--- src/rtl/rx_unit.sv ---
// UART receiver with 16x oversampling.
// Recovers one 8N1 / 8O1 / 8E1 frame, LSB first, from an asynchronous serial
// line and presents the byte on Data with start/parity/stop status on
// error_flag. Both outputs hold until the next completed frame or start error.
module rx_unit #(
    parameter int CLK_HZ     = 50_000_000,
    parameter int OVERSAMPLE = 16
) (
    input  logic       clock,
    input  logic       reset_n,
    input  logic       data_tx,
    input  logic [1:0] parity_type,
    input  logic [1:0] baud_rate,
    output logic [2:0] error_flag,
    output logic [7:0] Data
);

    // Clocks per oversample tick, rounded to nearest, for each supported baud.
    localparam int DIV_2400  = (CLK_HZ + (OVERSAMPLE * 2400)  / 2) / (OVERSAMPLE * 2400);
    localparam int DIV_4800  = (CLK_HZ + (OVERSAMPLE * 4800)  / 2) / (OVERSAMPLE * 4800);
    localparam int DIV_9600  = (CLK_HZ + (OVERSAMPLE * 9600)  / 2) / (OVERSAMPLE * 9600);
    localparam int DIV_19200 = (CLK_HZ + (OVERSAMPLE * 19200) / 2) / (OVERSAMPLE * 19200);
    localparam int DIV_W     = $clog2(DIV_2400);
    localparam int TICK_W    = $clog2(OVERSAMPLE);

    localparam logic [2:0] S_IDLE   = 3'd0;
    localparam logic [2:0] S_START  = 3'd1;
    localparam logic [2:0] S_DATA   = 3'd2;
    localparam logic [2:0] S_PARITY = 3'd3;
    localparam logic [2:0] S_STOP   = 3'd4;

    logic [1:0]        sync_q;
    logic              line_prev;
    logic              line;
    logic [2:0]        state;
    logic [1:0]        baud_q;
    logic [1:0]        par_q;
    logic [DIV_W-1:0]  div_cnt;
    logic [DIV_W-1:0]  div_max;
    logic [TICK_W-1:0] tick_cnt;
    logic [2:0]        bit_cnt;
    logic [7:0]        shift_q;
    logic              par_err;
    logic              tick;
    logic              sample;
    logic              start_edge;
    logic              par_en;

    assign line       = sync_q[1];
    assign start_edge = (state == S_IDLE) && line_prev && !line;
    assign tick       = (div_cnt == div_max);
    assign sample     = tick && (tick_cnt == TICK_W'(OVERSAMPLE / 2 - 1));
    assign par_en     = (par_q == 2'b01) || (par_q == 2'b10);

    // Two-flop synchroniser plus one delayed copy for falling-edge detection;
    // reset to the idle-high line level so release of reset is not an edge.
    // NOTE: sequential state uses non-blocking (<=) so every flop samples the
    // pre-edge value of its neighbours, exactly like the hardware.
    always_ff @(posedge clock or negedge reset_n) begin
        if (!reset_n) begin
            sync_q    <= 2'b11;
            line_prev <= 1'b1;
        end else begin
            sync_q    <= {sync_q[0], data_tx};
            line_prev <= sync_q[1];
        end
    end

    // Divider terminal count selected by the baud rate latched for this frame.
    // NOTE: always_comb assigns a default first so no path can infer a latch.
    always_comb begin
        div_max = DIV_W'(DIV_2400 - 1);
        case (baud_q)
            2'b01:   div_max = DIV_W'(DIV_4800 - 1);
            2'b10:   div_max = DIV_W'(DIV_9600 - 1);
            2'b11:   div_max = DIV_W'(DIV_19200 - 1);
            default: div_max = DIV_W'(DIV_2400 - 1);
        endcase
    end

    // Tick generator and oversample counter, both re-phased on the start edge
    // so tick OVERSAMPLE/2 of every bit lands on the bit centre.
    always_ff @(posedge clock or negedge reset_n) begin
        if (!reset_n) begin
            div_cnt  <= '0;
            tick_cnt <= '0;
        end else if (start_edge) begin
            div_cnt  <= '0;
            tick_cnt <= '0;
        end else begin
            div_cnt <= tick ? '0 : div_cnt + 1'b1;
            if (tick) begin
                if (tick_cnt == TICK_W'(OVERSAMPLE - 1)) tick_cnt <= '0;
                else                                     tick_cnt <= tick_cnt + 1'b1;
            end
        end
    end

    // Frame FSM: samples each slot at its centre and updates the outputs once,
    // at the stop sample (or at a failed start sample).
    always_ff @(posedge clock or negedge reset_n) begin
        if (!reset_n) begin
            state      <= S_IDLE;
            baud_q     <= 2'b00;
            par_q      <= 2'b00;
            bit_cnt    <= 3'd0;
            shift_q    <= 8'h00;
            par_err    <= 1'b0;
            Data       <= 8'h00;
            error_flag <= 3'b000;
        end else begin
            case (state)
                S_IDLE: begin
                    if (start_edge) begin
                        state   <= S_START;
                        baud_q  <= baud_rate;
                        par_q   <= parity_type;
                        bit_cnt <= 3'd0;
                        par_err <= 1'b0;
                    end
                end
                S_START: begin
                    if (sample) begin
                        if (line) begin
                            error_flag <= 3'b010;
                            state      <= S_IDLE;
                        end else begin
                            state <= S_DATA;
                        end
                    end
                end
                S_DATA: begin
                    if (sample) begin
                        shift_q <= {line, shift_q[7:1]};
                        bit_cnt <= bit_cnt + 3'd1;
                        if (bit_cnt == 3'd7) state <= par_en ? S_PARITY : S_STOP;
                    end
                end
                S_PARITY: begin
                    if (sample) begin
                        // Odd parity expects an odd count of ones over data+parity.
                        par_err <= (par_q == 2'b01) ? ~(^shift_q ^ line) : (^shift_q ^ line);
                        state   <= S_STOP;
                    end
                end
                S_STOP: begin
                    if (sample) begin
                        Data       <= shift_q;
                        error_flag <= {~line, 1'b0, par_err};
                        state      <= S_IDLE;
                    end
                end
                default: state <= S_IDLE;
            endcase
        end
    end

endmodule

--- config.mk ---
export PLATFORM = sky130hd
export DESIGN_NAME = rx_unit
export DESIGN_NICKNAME = d
export VERILOG_FILES = /design/src/rtl/rx_unit.sv
export SDC_FILE = /design/constraint.sdc
export NUM_CORES = 1
export LEC_CHECK = 0
export ABC_CLOCK_PERIOD_IN_PS = 3800
export CAP_MARGIN = 30
export CORE_UTILIZATION = 45
export CTS_CLUSTER_DIAMETER = 100
export DETAILED_ROUTE_END_ITERATION = 7
export PLACE_DENSITY = 0.65
export SYNTH_ARGS = -nofsm -noshare
export SYNTH_HDL_FRONTEND = slang
export SYNTH_SLANG_ARGS = --single-unit
--- constraint.sdc ---
create_clock -name clock -period 3.8 [get_ports clock]
set_input_delay 0.76 -clock clock [delete_from_list [all_inputs] [get_ports clock]]
set_output_delay 0.76 -clock clock [all_outputs]
set_load 0.01 [all_outputs]
==> impl_metrics.yaml <==
outcome:
  status: "completed"
synthesis:
  synth_cell_types: 45
  yosys_register_bits: 48
  synth.largest_area_cell: "dfrtp_1"
  syn-instance-count: 211
  synthFlopType: "dfrtp_1"
  avgSynthCellArea_um2: 11.3
  yosys_warnings: 0
  synthTopCellsByArea: "dfrtp_1, mux2_1, xnor2_1, mux2_2, nor2_1"
  synth_top_area_share_pct: 47.4
  synth_edf_count: 0
  ys_seq_area_share_pct: 50.7
  syn-num-nets: 223
  async_flop_share_pct: 100
  synth_area_um2: 2380
die:
  initial_core_util_pct: 46.5
  io-pin-count: 18
  rows: 26
  core_um2: 5110
  die_area_um2: 5570
  die_h_um: 74.7
  die_w_um: 74.7
route:
  finalWirelength_um: 4040
  via_count: 1559
  avgViaCountPerCell: 5.21
  drtIter0Drc: 80
  dr.pass1.iters: 4
  antenna_left: 0
  wl_per_cell_um: 13.5
  drc: 0
global_routing:
  grt_use_total_pct: 16.6
  grt_max_degree: 31
  overflow: 0
  antenna_found_initial: 0
  grt_pass1_wl_um: 6890
  grt_pass1_vias: 1499
finish:
  num-nets-final: 240
  area_growth_pct: 15.6
  drive_gt1_share_pct: 12.2
  n_fill_cell: 476
  num_antenna_cells: 0
power:
  cellPowerDensity_nw_per_um2: 491
  p_leak_nw: 1.24
  vdd_drop_max_mv: 0.243
critical_path:
  path_cells: "or4bb_1 > o21ai_1 > and3_1 > nand3_1 > mux2_1"
  worstPathMaxFanout: 11
  worstSetupStartpointType: "flop"
  cp_data_required_time_ns: 3.99
  max_stage_delay_ns: 0.53
  critPathKind: "flop to flop"
  end_kind: "flop"
  cp_slowest_cell: "or4bb_1"
  crit_arrival_ns: 2.91
timing:
  fin_worst_skew_ns: 0.00773
  hold_violations: 0
  fmax_ghz: 0.368
  fin_crit_ns: 2.72
  slew_headroom_pct: 61.8
  max_slew.worst_pin.slew_ns: 0.571
  rsz0062_at_grt: "no"
  period_share_pct: 71.6
  fin_tns_setup_ns: 0
  slew_violations: 0
  finalSetupViolCount: 0
  hold_ws_ns: 0.362
clocking:
  clockBufferDepth: 2
  cts_tree: "built"
  cts_sinks: 48
  cts-buffers-inserted: 5
  htreeDepth: 2
  worstSkewPairLatency_ns: 0.31
  post_cts_resized: 0
  holdBufCountCts: 0
  cts-root-buf: "clkbuf_8"
  clk_pin_slew_ns: 0.10
  post_cts_buffers: 0
placement:
  portBuffers: 17
  place_hpwl_um: 2800
  globalplace.congestion: 0.779
hold_path:
  hold_path.class: "flop to flop"
job:
  cap_violations: 0
## cell usage in the layout (no fill, tap or decap), types with 4 or more instances in the layout
| master | count |
|---|---|
| xor2_1 | 5 |
| nor2_1 | 23 |
| nor2b_1 | 6 |
| clkdlybuf4s50_1 | 16 |
| mux2_1 | 12 |
| o21ai_0 | 8 |
| mux2i_1 | 4 |
| clkbuf_8 | 5 |
| inv_1 | 4 |
| xnor2_1 | 14 |
| ha_1 | 5 |
| nand3_1 | 7 |
| dfrtp_1 | 45 |
| nand2_1 | 8 |
| a21oi_1 | 6 |
| mux2_2 | 9 |
| and3_1 | 5 |
| nor3b_1 | 5 |
## routing by layer
layer / track usage (%) / vias up / share of wire [%]
met5: 0 / - / 0
met4: 7.34 / 0 / 1.5
met3: 4.02 / 7 / 3.5
met2: 24.3 / 20 / 42
met1: 23.5 / 758 / 53
li1: - / 774 / -
## per-stage QoR
stage | instances | setup WS [ns] | util [%] | instance area, um^2 | power, mW
after CTS | 299 | 1.04 | 53.8 | 2750 | 1.36
final | 299 | 1.08 | 53.8 | 2750 | 1.35
after global placement | 290 | 1.13 | 50.7 | 2590 | 0.903
after floorplan | 211 | 1.42 | - | 2380 | 0.850
after detailed placement | 291 | 1.07 | 51.1 | 2610 | 0.913
after global routing | 299 | 0.854 | 53.8 | 2750 | 1.44
## state kept, by name (all words and copies together), names as in the netlist, 2 cells and up
register	flops
Data	8
baud_q	2
bit_cnt	3
div_cnt	11
error_flag	3
par_q	2
shift_q	8
state	3
sync_q	2
tick_cnt	4
## cells in the mapped netlist, types with 2 or more instances
library cell  instances
a21o_1                2
a21oi_1               6
a22o_1                2
and3_1                5
buf_2                 2
clkbuf_1              5
dfrtp_1              45
dfstp_2               3
ha_1                  5
inv_1                 4
mux2_1               12
mux2_2                9
mux2i_1               4
nand2_1               8
nand2b_1              3
nand3_1               7
nand4_1               2
nand4bb_1             2
nor2_1               23
nor2b_1               6
nor3_1                2
nor3b_1               5
o21ai_0               8
or3_1                 3
xnor2_1              14
xor2_1                5
## cell families after synthesis
group           count (synthesis)  share of synthesized area, %
buf+inv                        13                          2.63
compound gates                 24                          6.48
simple gates                   77                          18.9
mux                            25                          11.6
xor+xnor                       19                          7.00
fa+ha+maj                       5                          2.63
flops                          48                          50.7
## final cells by class
| cell class | count | area [um^2] | share of cell area (%) |
|---|---|---|---|
| Clock inverter | 3 | 68.8 | 2.51 |
| Multi-Input combinational cell | 150 | 1110 | 40.4 |
| Timing Repair Buffer | 19 | 193 | 7.02 |
| Inverter | 4 | 15.0 | 0.547 |
| Sequential cell | 48 | 1200 | 43.9 |
| Clock buffer | 5 | 68.8 | 2.51 |
| Tap cell | 70 | 87.6 | 3.19 |
## critical path: cells and delay by family, from the launching register on
family / cells / cell delay (ns)
AOI/OAI and AO/OA: 1 / 0.35
muxes: 1 / 0.48
DFF: 1 / 0.48
and+or+nand+nor: 3 / 1.30
## where the power goes
| part | leakage [nW] | internal [mW] | switching [mW] |
|---|---|---|---|
| logic | 0.532 | 0.129 | 0.110 |
| registers | 0.637 | 0.570 | 0.0930 |
| clock network | 0.0687 | 0.265 | 0.182 |
## worst paths after layout
check,end,slack [ns],depth (start not counted),startpoint
setup / recovery,Data[7],1.08,5,baud_q[0]
hold reg to reg,sync_q[1],0.36,0,sync_q[0]
setup reg to reg,Data[7],1.08,5,baud_q[0]
max in group asynchronous,line_prev,2.84,2,reset_n
hold / removal,sync_q[1],0.36,0,sync_q[0]
min in group asynchronous,baud_q[1],0.39,1,reset_n
No activity file was read; power rests on OpenSTA's default activity.
